**src/rtl/fetch_pkg.sv**
```systemverilog
// rtl/fetch_pkg.sv - shared types and constants for the instruction fetch controller
// Purpose: prefetch entry layout, fetch FSM states and instruction size.
// Ports: none (package).
package fetch_pkg;

  localparam int unsigned INSTR_BYTES = 4;

  typedef struct packed {
    logic [31:0] pc;
    logic [31:0] instr;
    logic        fault;
  } fetch_entry_t;

  typedef enum logic {
    RUN  = 1'b0,
    HALT = 1'b1
  } fetch_state_t;

endpackage

```
**src/rtl/fetch_fifo.sv**
```systemverilog
// rtl/fetch_fifo.sv - shift-register prefetch FIFO with a registered head entry
// Purpose: holds fetched entries in order; entry 0 is always the head so the
//   outputs come straight from a register.
// Ports:
//   clk_i, rst_ni : clock, synchronous active-low reset
//   i_flush       : discard all entries (wins over push/pop)
//   i_push/i_data : enqueue an entry (allowed when full if i_pop is also set)
//   i_pop         : dequeue the head (ignored when empty)
//   o_head        : head entry
//   o_valid       : FIFO not empty
//   o_count       : number of stored entries
module fetch_fifo
  import fetch_pkg::*;
#(
  parameter int unsigned DEPTH = 4,
  localparam int unsigned CW = $clog2(DEPTH + 1)
) (
  input  logic          clk_i,
  input  logic          rst_ni,
  input  logic          i_flush,
  input  logic          i_push,
  input  fetch_entry_t  i_data,
  input  logic          i_pop,
  output fetch_entry_t  o_head,
  output logic          o_valid,
  output logic [CW-1:0] o_count
);

  fetch_entry_t  r_entries [DEPTH];
  logic [CW-1:0] r_count;
  logic          w_pop;
  logic          w_push;
  logic [CW-1:0] w_wr_idx;

  assign w_pop    = i_pop && (r_count != '0);
  assign w_push   = i_push && ((r_count < CW'(DEPTH)) || w_pop);
  // When popping in the same cycle the tail slot moves down by one.
  assign w_wr_idx = w_pop ? (r_count - CW'(1)) : r_count;

  always_ff @(posedge clk_i) begin
    if (!rst_ni) begin
      for (int i = 0; i < DEPTH; i++) r_entries[i] <= '0;
      r_count <= '0;
    end else if (i_flush) begin
      r_count <= '0;
    end else begin
      if (w_pop) begin
        for (int i = 0; i < DEPTH - 1; i++) r_entries[i] <= r_entries[i+1];
      end
      // Later assignment overrides the shift for the written slot.
      if (w_push) begin
        for (int i = 0; i < DEPTH; i++) begin
          if (CW'(i) == w_wr_idx) r_entries[i] <= i_data;
        end
      end
      case ({w_push, w_pop})
        2'b10:   r_count <= r_count + CW'(1);
        2'b01:   r_count <= r_count - CW'(1);
        default: r_count <= r_count;
      endcase
    end
  end

  assign o_head  = r_entries[0];
  assign o_valid = (r_count != '0);
  assign o_count = r_count;

endmodule

```
**src/rtl/imem_fetch_ctrl.sv**
```systemverilog
// rtl/imem_fetch_ctrl.sv - sequential instruction fetch with prefetch FIFO and redirect
// Purpose: reads a combinational word memory at fetch_pc, queues {pc, word, fault}
//   entries, hands them to decode over valid/ready, and halts after a fault.
// Ports:
//   clk_i, rst_ni           : clock, synchronous active-low reset
//   imem_addr_o/imem_rdata_i: memory byte address (= fetch_pc) and returned word
//   instr_valid_o/ready_i   : head handshake with decode
//   instr_o/instr_pc_o      : head word and its PC
//   instr_fault_o           : head entry is a fetch fault (word forced to 0)
//   redirect_i/redirect_pc_i: flush and restart fetching at a new PC
//   halted_o                : fetch stopped after a fault
module imem_fetch_ctrl
  import fetch_pkg::*;
#(
  parameter int unsigned DEPTH     = 4,
  parameter logic [31:0] RESET_PC  = 32'h0000_0000,
  parameter int unsigned MEM_BYTES = 4096
) (
  input  logic        clk_i,
  input  logic        rst_ni,
  output logic [31:0] imem_addr_o,
  input  logic [31:0] imem_rdata_i,
  output logic        instr_valid_o,
  input  logic        instr_ready_i,
  output logic [31:0] instr_o,
  output logic [31:0] instr_pc_o,
  output logic        instr_fault_o,
  input  logic        redirect_i,
  input  logic [31:0] redirect_pc_i,
  output logic        halted_o
);

  localparam int unsigned CW      = $clog2(DEPTH + 1);
  localparam logic [31:0] LAST_PC = 32'(MEM_BYTES - INSTR_BYTES);

  fetch_state_t  r_state;
  fetch_state_t  w_state_next;
  logic [31:0]   r_fetch_pc;
  logic          w_pop;
  logic          w_push_ok;
  logic          w_illegal;
  logic [CW-1:0] w_count;
  fetch_entry_t  w_entry;
  fetch_entry_t  w_head;
  logic          w_valid;

  assign w_pop     = w_valid && instr_ready_i;
  assign w_push_ok = (r_state == RUN) && !redirect_i &&
                     ((w_count < CW'(DEPTH)) || w_pop);
  assign w_illegal = (r_fetch_pc[1:0] != 2'b00) || (r_fetch_pc > LAST_PC);

  always_comb begin
    w_entry = '0;
    w_entry.pc = r_fetch_pc;
    if (w_illegal) begin
      w_entry.fault = 1'b1;
    end else begin
      w_entry.instr = imem_rdata_i;
    end
  end

  // State register.
  always_ff @(posedge clk_i) begin
    if (!rst_ni) r_state <= RUN;
    else         r_state <= w_state_next;
  end

  // Next-state logic: redirect always restarts, a faulting push halts.
  always_comb begin
    w_state_next = r_state;
    if (redirect_i) begin
      w_state_next = RUN;
    end else if (w_push_ok && w_illegal) begin
      w_state_next = HALT;
    end
  end

  // Output logic.
  always_comb begin
    halted_o = (r_state == HALT);
  end

  // A faulting fetch leaves the PC parked on the bad address.
  always_ff @(posedge clk_i) begin
    if (!rst_ni) begin
      r_fetch_pc <= RESET_PC;
    end else if (redirect_i) begin
      r_fetch_pc <= redirect_pc_i;
    end else if (w_push_ok && !w_illegal) begin
      r_fetch_pc <= r_fetch_pc + 32'(INSTR_BYTES);
    end
  end

  fetch_fifo #(.DEPTH(DEPTH)) u_fifo (
    .clk_i   (clk_i),
    .rst_ni  (rst_ni),
    .i_flush (redirect_i),
    .i_push  (w_push_ok),
    .i_data  (w_entry),
    .i_pop   (w_pop),
    .o_head  (w_head),
    .o_valid (w_valid),
    .o_count (w_count)
  );

  assign imem_addr_o   = r_fetch_pc;
  assign instr_valid_o = w_valid;
  assign instr_o       = w_head.instr;
  assign instr_pc_o    = w_head.pc;
  assign instr_fault_o = w_head.fault;

endmodule
```
**config.mk**
```make
export PLATFORM = sky130hd
export DESIGN_NAME = imem_fetch_ctrl
export DESIGN_NICKNAME = d
export VERILOG_FILES = /design/src/rtl/fetch_pkg.sv /design/src/rtl/fetch_fifo.sv /design/src/rtl/imem_fetch_ctrl.sv
export SDC_FILE = /design/constraint.sdc
export NUM_CORES = 1
export LEC_CHECK = 0
export ABC_AREA = 0
export ABC_CLOCK_PERIOD_IN_PS = 8100
export BUFFER_PORTS_ARGS = -buffer_cell sky130_fd_sc_hd__buf_2
export CAP_MARGIN = 20
export CORE_ASPECT_RATIO = 1.1
export CORE_UTILIZATION = 53
export DETAILED_ROUTE_END_ITERATION = 8
export PLACE_DENSITY = 0.73
export REMOVE_ABC_BUFFERS = 1
export SLEW_MARGIN = 20
export SYNTH_ARGS = -nofsm -noshare
export SYNTH_HDL_FRONTEND = slang
export SYNTH_HIERARCHICAL = 1
export SYNTH_SLANG_ARGS = --single-unit
```
**constraint.sdc**
```tcl
create_clock -name clk_i -period 8.1 [get_ports clk_i]
set_input_delay 1.215 -clock clk_i [delete_from_list [all_inputs] [get_ports clk_i]]
set_output_delay 1.215 -clock clk_i [all_outputs]
set_load 0.005 [all_outputs]
```
==> results.md <==
* Status: complete, no violations
* CTS clock-pin slew for the worst setup and hold paths at 0.06 ns
* Hold Fails Final Rpt at 0
* Hold buffer count at cts at 0
* Area contributors post-synth: edfxtp_1, mux2i_1, nand2_1
* Die Y at 174 µm
* Clock skew at 0.0279 ns
* Switching power at 0.000730 W
* Die span in x at 158 µm
* CTS tree: built
* Fin util at 0.612
* Pre-CTS setup slack at 3.57 ns
* Tmin final at 4.37 ns
* Comb pwr share at 0.062
* Crit-path slowest cell: buf_4
* WP data arrival at 4.56 ns
* Main combinational cell family by area after synthesis: multiplexers
* GRT overflow at 0
* CTS Root Cell: clkbuf_16
* DRT iter0 DRCs at 685
* Routed Antenna Nets at 0
* Register area share after synthesis at 0.601
* Main synth FF type: edfxtp_1
* Die area at 27400 µm²
* Synth cell types at 46
* Yosys warnings at 6
* Relative slew slack at 0.342
* Crit-path max cell delay at 0.66 ns
* Switch share at 0.223
* Final Cycle Share at 0.540
* Max Buffers Root-to-Sink at 3
* Fin area at 16000 µm²
* Syn Area/Cell at 11.9 µm²
* Starting Density at 0.542
* Initial antenna violation count at 0
* Post-layout net count at 1385
* Final worst setup slack at 3.73 ns
* FFs w/ async S/R, synth at 0
* Vias per cell at 5.24
* Sequential Power Share at 0.542
* Xor and xnor fraction of the mapped netlist area at 0.00185
* Number of synthesized flops with an enable pin at 260
* Post-Syn Area at 14200 µm²
* Least-Margin Pin Slew at 0.987 ns
* HPWL after DPL at 16700 µm
* Cts repair resizes at 0
* Synth Area in Simple Gates at 0.138
* Adder and majority gate portion of the synthesized area at 0.00441
* DRT Pass-1 Iters at 5
* I/O pins at 167
* Via count at 8849
* Seq cells post-synth at 296
* Unrepaired setup endpoints after global routing: false
* Hold_ws at 0.574 ns
* Max Fclk at 0.229 GHz
* Vias in the first global route at 8646
* Internal at 0.00254 W
* CTS Buf Count at 30
* Most frequent cell after synthesis: edfxtp_1
* # DRC at 0
* Area growth from synthesis to layout at 12.9%
* Setup Viol. Count Final at 0
* Dpl cell area at 15000 µm²
* H-tree depth at 1
* WP data required at 8.29 ns
* Fraction of layout instances using a drive strength above 1 at 0.177
* Hold Crit Class: reg2reg
* Post-synth top area cell: edfxtp_1
* Peak VDD IR at 0.000134 V
* Tot GR Track Use at 0.210
* Power density cells at 204 nW/µm²
* Clk sink count at 296
* Crit. End Element: register
* Core ar. at 26200 µm²
* Cell count after synthesis at 1197
* Setup bufs post-CTS at 0
* Clock share of power at 0.396
* PortBufs at 166
* N_diodes at 0
* Critical path fanouts, max at 44
* Fillers at 2166
* Compound-gate portion of the synthesized area at 0.0234
* Max Cap Viol at 0
* Lkg Pwr at 6.83 nW
* CP Launch Type: register
* Pin count of the biggest net entering global routing at 196
* CP most frequent cell: inv_1
* Worst skew pair latency at 0.56 ns
* First-pass GRT wire length at 45200 µm
* Post-layout total power at 0.00327 W
* Top-area cell type share of the netlist area at 0.550
* CP cell instances: inv_1 > ha_1 > and2b_1 > inv_1 > a21boi_1 > nor3_1 > inv_1 > a311oi_2 > o21ai_0 > o21ai_4 > buf_4
* Final wirelength at 28500 µm
* Crit Path Category: reg2reg
* Commonest cells post-synth: edfxtp_1, mux2i_1, nand2_1
* Max Slew Vio Count at 0
* Proportion of synthesized area in mux cells at 0.153
* GP Congestion at 0.808
* DR WL/cell at 16.9 µm
* Row cnt at 62
==> flip-flops by register name, indices dropped and copies added, names as in the netlist <==
register and flops:
imem_addr_o 32, u_fifo/r_entries 260, u_fifo/o_count 3, halted_o 1
==> logic make-up (layout without fill, tap and decap cells) <==
logic type,after synthesis,in the layout
DFF,296,296
muxes,217,217
xor gates and xnor gates,3,3
AOI/OAI and AO/OA,47,47
adders and majority gates,5,5
and+or+nand+nor,394,394
buffers and inverters,235,374
==> per-stage QoR <==
stage                     std cells  setup TNS, ns
after floorplan                1101        -249.35
after global placement         1630              0
after detailed placement       1630              0
after CTS                      1686              0
after global routing           1688              0
final                          1688              0
==> critical path: cells and delay by family, from the launching register on <==
kind / cells / cell delay [ns]
compound gates: 4 / 1.54
buf+inv: 4 / 1.16
flops: 1 / 0.55
simple gates: 2 / 0.46
fa+ha+maj: 1 / 0.26
==> cell usage in the layout, fill, tap and decap left out, types with 10 or more instances in the layout <==
cell       netlist  routed
edfxtp_1       260     260
mux2i_1        217     217
nand2_1        200     200
buf_2           26     166
inv_1          139     139
and2_1          99      99
dfxtp_1         36      36
clkbuf_16        0      30
nor2b_1         25      25
nand3_1         15      13
o21ai_0         14      12
nor2_1          13      12
nor4_1          10      10
a211oi_1        10      10
==> power by group through the flow <==
stage | Clock (W) | Sequential, W | Combinational (W)
2_1_floorplan | 0 | 0.00180 | 0.000113
3_3_place_gp | 0 | 0.00180 | 0.000196
3_5_place_dp | 0 | 0.00181 | 0.000201
4_1_cts | 0.00132 | 0.00177 | 0.000202
5_1_grt | 0.00138 | 0.00178 | 0.000224
6_report | 0.00129 | 0.00177 | 0.000203
==> per-layer routing <==
metal,track usage,wire (µm),up-vias
li1,-,-,4289
met1,0.282,12700,4282
met5,0,0,-
met2,0.356,13900,238
met4,0.0633,639,0
met3,0.0245,1310,40
==> worst paths after layout <==
kind                     startpoint                      end  slack, ns  depth (start not counted)
setup / recovery  u_fifo/o_count[0]  u_fifo/r_entries[3][44]       3.73                         11
setup reg to reg  u_fifo/o_count[0]  u_fifo/r_entries[3][44]       3.73                         11
hold / removal             halted_o                 halted_o       0.57                          2
hold reg to reg            halted_o                 halted_o       0.57                          2
==> layout make-up <==
class                           count  area [µm²]  share of cell area
Clock inverter                     13        85.1             0.00531
Tap cell                          352         440              0.0275
Inverter                          139         522              0.0325
Timing Repair Buffer              179         985              0.0614
Clock buffer                       43         850              0.0530
Sequential cell                   296        8530               0.532
Multi-Input combinational cell    666        4630               0.288
No activity file was read; power rests on OpenSTA's default activity.
